### src/rtl/qam_mod_stream.sv
// qam_mod_stream: streaming QAM modulator.
// Accepts one symbol per valid/ready handshake, holds it for SAMPLES_PER_SYM
// samples and mixes its odd-integer I/Q levels onto an NCO carrier:
//   sample = L_I*cos - L_Q*sin
// Optional feature macro: QAM_MOD_GRAY_EN (Gray-decode each axis code before
// level mapping; natural binary when undefined).
module qam_mod_stream #(
  parameter int BITS_PER_SYM    = 4,
  parameter int WAVE_WIDTH      = 16,
  parameter int PHASE_WIDTH     = 16,
  parameter int LUT_ADDR_W      = 6,
  parameter int SAMPLES_PER_SYM = 4,
  localparam int OUT_WIDTH      = WAVE_WIDTH + BITS_PER_SYM / 2 + 1
) (
  input  logic                        clk,
  input  logic                        reset,
  input  logic [PHASE_WIDTH-1:0]      freq_word,
  input  logic                        in_valid,
  output logic                        in_ready,
  input  logic [BITS_PER_SYM-1:0]     data_in,
  output logic                        out_valid,
  output logic signed [OUT_WIDTH-1:0] sample_out,
  output logic                        underrun
);

  localparam int M        = BITS_PER_SYM / 2;
  localparam int LUT_SIZE = 1 << LUT_ADDR_W;
  localparam int CNT_W    = (SAMPLES_PER_SYM > 1) ? $clog2(SAMPLES_PER_SYM) : 1;
  localparam logic [CNT_W-1:0] CNT_LAST = CNT_W'(SAMPLES_PER_SYM - 1);

  localparam logic [0:0] ST_IDLE = 1'b0;
  localparam logic [0:0] ST_RUN  = 1'b1;

  // Round a real carrier value to the nearest integer, halves away from zero.
  function automatic logic signed [WAVE_WIDTH-1:0] round_wave(input real v);
    if (v >= 0.0) return WAVE_WIDTH'($rtoi(v + 0.5));
    else          return WAVE_WIDTH'(-$rtoi(0.5 - v));
  endfunction

  // Full-cycle carrier table, packed entry a at bits [a*WAVE_WIDTH +: WAVE_WIDTH].
  function automatic logic [LUT_SIZE*WAVE_WIDTH-1:0] build_table(input bit want_sin);
    logic [LUT_SIZE*WAVE_WIDTH-1:0] t;
    real amp;
    real ang;
    t   = '0;
    amp = real'((1 << (WAVE_WIDTH - 1)) - 1);
    for (int a = 0; a < LUT_SIZE; a++) begin
      ang = 2.0 * 3.14159265358979323846 * real'(a) / real'(LUT_SIZE);
      t[a*WAVE_WIDTH +: WAVE_WIDTH] = round_wave(amp * (want_sin ? $sin(ang) : $cos(ang)));
    end
    return t;
  endfunction

  localparam logic [LUT_SIZE*WAVE_WIDTH-1:0] COS_TBL = build_table(1'b0);
  localparam logic [LUT_SIZE*WAVE_WIDTH-1:0] SIN_TBL = build_table(1'b1);

  // Axis code to odd level 2*c - (2^M - 1).
  function automatic logic signed [M:0] axis_level(input logic [M-1:0] code);
    logic [M-1:0]        c;
    logic signed [M+1:0] t;
`ifdef QAM_MOD_GRAY_EN
    c[M-1] = code[M-1];
    for (int i = M - 2; i >= 0; i--) c[i] = c[i+1] ^ code[i];
`else
    c = code;
`endif
    t = $signed({1'b0, c, 1'b0}) - $signed((M + 2)'((1 << M) - 1));
    return t[M:0];
  endfunction

  // Full-precision mix; the difference always fits OUT_WIDTH.
  function automatic logic signed [OUT_WIDTH-1:0] mix(
    input logic signed [M:0]            li,
    input logic signed [M:0]            lq,
    input logic signed [WAVE_WIDTH-1:0] c,
    input logic signed [WAVE_WIDTH-1:0] s
  );
    logic signed [OUT_WIDTH-1:0] prod_i;
    logic signed [OUT_WIDTH-1:0] prod_q;
    prod_i = OUT_WIDTH'(li) * OUT_WIDTH'(c);
    prod_q = OUT_WIDTH'(lq) * OUT_WIDTH'(s);
    return prod_i - prod_q;
  endfunction

  logic [0:0]             state;
  logic [CNT_W-1:0]       cnt;
  logic [M-1:0]           sym_i;
  logic [M-1:0]           sym_q;
  logic [PHASE_WIDTH-1:0] phase;
  logic                   last;
  logic                   hs;

  assign last     = (cnt == CNT_LAST);
  assign in_ready = !reset && ((state == ST_IDLE) || last);
  assign hs       = in_valid && in_ready;

  // NCO accumulator runs every cycle so the carrier stays phase-continuous.
  always_ff @(posedge clk) begin
    if (reset) phase <= '0;
    else       phase <= phase + freq_word;
  end

  // Symbol FSM: hold each symbol SAMPLES_PER_SYM cycles, reload or starve at the last one.
  always_ff @(posedge clk) begin
    if (reset) begin
      state    <= ST_IDLE;
      cnt      <= '0;
      underrun <= 1'b0;
    end else begin
      underrun <= 1'b0;
      case (state)
        ST_IDLE: begin
          if (hs) begin
            state <= ST_RUN;
            cnt   <= '0;
          end
        end
        default: begin
          if (last) begin
            if (hs) begin
              cnt <= '0;
            end else begin
              state    <= ST_IDLE;
              underrun <= 1'b1;
            end
          end else begin
            cnt <= cnt + 1'b1;
          end
        end
      endcase
    end
  end

  // Symbol capture on handshake.
  always_ff @(posedge clk) begin
    if (hs) begin
      sym_i <= data_in[BITS_PER_SYM-1 -: M];
      sym_q <= data_in[M-1:0];
    end
  end

  logic                          vld_p0, vld_p1, vld_p2;
  logic signed [M:0]             lvl_i_p0, lvl_q_p0, lvl_i_p1, lvl_q_p1;
  logic [LUT_ADDR_W-1:0]         addr_p0;
  logic signed [WAVE_WIDTH-1:0]  cos_p1, sin_p1;
  logic signed [OUT_WIDTH-1:0]   sample_p2;

  // S1 boundary: levels and carrier address.
  always_ff @(posedge clk) begin
    vld_p0   <= reset ? 1'b0 : (state == ST_RUN);
    lvl_i_p0 <= axis_level(sym_i);
    lvl_q_p0 <= axis_level(sym_q);
    addr_p0  <= phase[PHASE_WIDTH-1 -: LUT_ADDR_W];
  end

  // S2 boundary: carrier lookup.
  always_ff @(posedge clk) begin
    vld_p1   <= reset ? 1'b0 : vld_p0;
    cos_p1   <= COS_TBL[int'(addr_p0)*WAVE_WIDTH +: WAVE_WIDTH];
    sin_p1   <= SIN_TBL[int'(addr_p0)*WAVE_WIDTH +: WAVE_WIDTH];
    lvl_i_p1 <= lvl_i_p0;
    lvl_q_p1 <= lvl_q_p0;
  end

  // S3 boundary: mixed sample.
  always_ff @(posedge clk) begin
    vld_p2    <= reset ? 1'b0 : vld_p1;
    sample_p2 <= mix(lvl_i_p1, lvl_q_p1, cos_p1, sin_p1);
  end

  assign out_valid  = vld_p2;
  assign sample_out = vld_p2 ? sample_p2 : '0;

endmodule

### config.mk
export PLATFORM = sky130hd
export DESIGN_NAME = qam_mod_stream
export DESIGN_NICKNAME = d
export VERILOG_FILES = /design/src/rtl/qam_mod_stream.sv
export SDC_FILE = /design/constraint.sdc
export NUM_CORES = 1
export LEC_CHECK = 0
export ABC_AREA = 1
export BUFFER_PORTS_ARGS = -buffer_cell sky130_fd_sc_hd__buf_2
export CAP_MARGIN = 25
export CORE_ASPECT_RATIO = 1.25
export CORE_UTILIZATION = 45
export DETAILED_ROUTE_END_ITERATION = 12
export PLACE_DENSITY = 0.73
export SYNTH_ARGS = -nofsm -noshare
export SYNTH_HDL_FRONTEND = slang
export SYNTH_SLANG_ARGS = --single-unit
### constraint.sdc
create_clock -name clk -period 4.53 [get_ports clk]
set_input_delay 0.906 -clock clk [delete_from_list [all_inputs] [get_ports clk]]
set_output_delay 0.906 -clock clk [all_outputs]
set_load 0.02 [all_outputs]
==> flow_summary.toml <==
[drt]
drc = 8
routed_wl_mm = 19.0
drt_first_pass_iters = 10
avgRoutedWirePerCell_um = 13.0
drt_iter0_drc = 510
routed_via_density = 5.03
drtAntennaViolNets = 0
vias = 7307

[sta]
setup_viol = 0
finalHoldViolCount = 0
rsz0062_at_grt = "false"
clock.fmax_mhz = 232
finalClockSkew_ps = 12.9
report.final.slew_viol_count = 0
tightest_slew_ps = 750
finalCritPeriodShare_pct = 95.2
maxSlewHeadroom_pct = 49.9
finalCriticalPeriod_ps = 4310
setup_tns_ps = 0

[clock_tree]
cts_hold_buf = 0
cts_buffers = 9
h-tree-depth = 3
cts_buffer_depth = 2
cts_root_buffer = "clkbuf_16"
cts_sinks = 92
cts_tree = "done"
cts.reportedPaths.clkPinSlew_ps = 70
worstSkewPairLatency_ps = 350

[die]
die_area_um2 = 19400
num_rows = 55
core-area_um2 = 18300
die_w_um = 125
die_h_um = 156
io_pins = 45
initial_core_util_pct = 46.4

[status]
status = "complete, but fails checks"
violations = "DRC"

[setup_path]
critical_path_class = "reg -> reg"
critical_path_depth = 17
arrival_ps = 4560
cp.required_ps = 4780
slowest_delay_ps = 550
reg2regPathDepth = 17
path_cells = "clkinvlp_4, clkbuf_4, or2_2, fa_1, inv_1, fa_1, fa_1, inv_1, fa_1, inv_1, ha_1, a21o_1, o21bai_1, a21oi_1, nand2_1, nand2_1, nand2_1"
crit_family = "adder cells"
startpoint_type = "register"
critPathSlowestCell = "fa_1"
cp.buffers_inverters = 5
end_kind = "register"
cpMostUsedCell = "fa_1"
cp_max_fo = 8

[logic_synthesis]
yosys_warnings = 0
syn_inst = 1184
ys_types = 51
synth_area_leaders = "dfxtp_1 21%, fa_1 16%, nand2_1 13%, ha_1 11%, inv_1 11%"
syn_area_per_cell_um2 = 7.17
syn_nets = 1351
synth_top_area_share_pct = 20.7
synth.most_common_cell = "nand2_1"
synth_edf_count = 4
ys_ff_latch = 92
synth_ff_type = "dfxtp_1"
synth_top_cell_by_area = "dfxtp_1"
synthArstFlopShare_pct = 0
yosysSeqAreaShare_pct = 22.2
yosys-top-cells-count = "305 x nand2_1, 259 x inv_1, 88 x dfxtp_1"
synth_area_um2 = 8490

[worst_hold_path]
min_path_type = "reg -> reg"
hold_depth = 0

[global_routing]
grt_pass1_wl_mm = 32.5
grt_max_degree = 36
antenna_found_initial = 0
grt_use_total_pct = 20.8
grt_pass1_vias = 7217
overflow = 0

[placed_design]
dpl.hpwl_mm = 15.9
port_buffers = 44
gp_congestion = 0.982

[layout]
synthToLayoutAreaGrowth_pct = 8.62
drive_gt1_share_pct = 9.87
diodes = 0
final_net_count = 1388

[flow_run]
drv_cap = 0
## registers in the layout, summed over array words and instances (netlist names), 2 cells and up
register and cells:
lvl_i_p1 2, lvl_q_p0 2, sym_q 2, lvl_q_p1 2
sample_p2 19, sym_i 2, lvl_i_p0 2, cos_p1 16
addr_p0 6, sin_p1 16, phase 16, cnt 2
## area by class of cell
cell class / count / area, um2
tap: 228 / 285
inverter: 265 / 1000
clock inverter: 7 / 78.8
clock buffer: 9 / 225
sequential: 92 / 1880
fill: 1779 / 9080
timing repair buffer: 53 / 288
multi-input combinational: 800 / 5460
## layer usage
layer | wire, um | part of all wire [%] | up-vias | GRT usage [%]
li1 | - | - | 3721 | -
met1 | 7420 | 39 | 3319 | 21.4
met2 | 9750 | 51 | 197 | 39.7
met3 | 630 | 3.3 | 70 | 2.71
met5 | 0 | 0 | - | 0
met4 | 1170 | 6.2 | 0 | 13.3
## per-stage QoR
step / hold WS (ps) / cells / worst slack [ps] / utilization [%] / area, um2
2_1_floorplan: 310 / 1184 / 454 / - / 8490
3_3_place_gp: 310 / 1434 / 343 / 48.5 / 8870
3_5_place_dp: 312 / 1434 / 250 / 48.5 / 8870
4_1_cts: 328 / 1450 / 236 / 50.1 / 9180
5_1_grt: 331 / 1454 / 29.0 / 50.4 / 9220
6_report: 326 / 1454 / 216 / 50.4 / 9220
## placed cells by master, fill, tap and decap left out, types with 5 or more instances in the layout
cell	instances
a21o_1	6
a21oi_1	39
a22oi_1	5
buf_2	44
buf_4	8
clkbuf_16	9
dfxtp_1	87
fa_1	66
ha_1	77
inv_1	258
nand2_1	305
nand2_4	5
nand3_1	64
nand3_2	5
nand3b_1	5
nor2_1	79
o2111ai_1	11
o21ai_0	40
o21ai_1	14
or2_2	15
xor2_1	13
## cell families after synthesis
| group | Yosys count | synth area share [%] |
|---|---|---|
| simple gates | 499 | 25.6 |
| buf+inv | 292 | 13.7 |
| fa+ha+maj | 144 | 27.1 |
| compound gates | 142 | 10.0 |
| flops | 92 | 22.2 |
| xor+xnor | 14 | 1.44 |
| other cells | 1 | 0.0442 |
## final timing paths
kind | to | slack, ps | from
max reg2reg | sample_p2[15] | 220 | lvl_i_p1[2]
min | lvl_i_p1[1] | 330 | lvl_i_p0[1]
max | sample_p2[15] | 220 | lvl_i_p1[2]
min reg2reg | lvl_i_p1[1] | 330 | lvl_i_p0[1]
## repair_timing
item,in CTS,in global routing
setup endpoints to repair,0,2
resized for setup,0,6
setup buffers,0,4
endpoints found under the hold margin,0,0
Power is not shown: default switching activity piles up to over one toggle a cycle in this logic, so the estimate is an artifact.
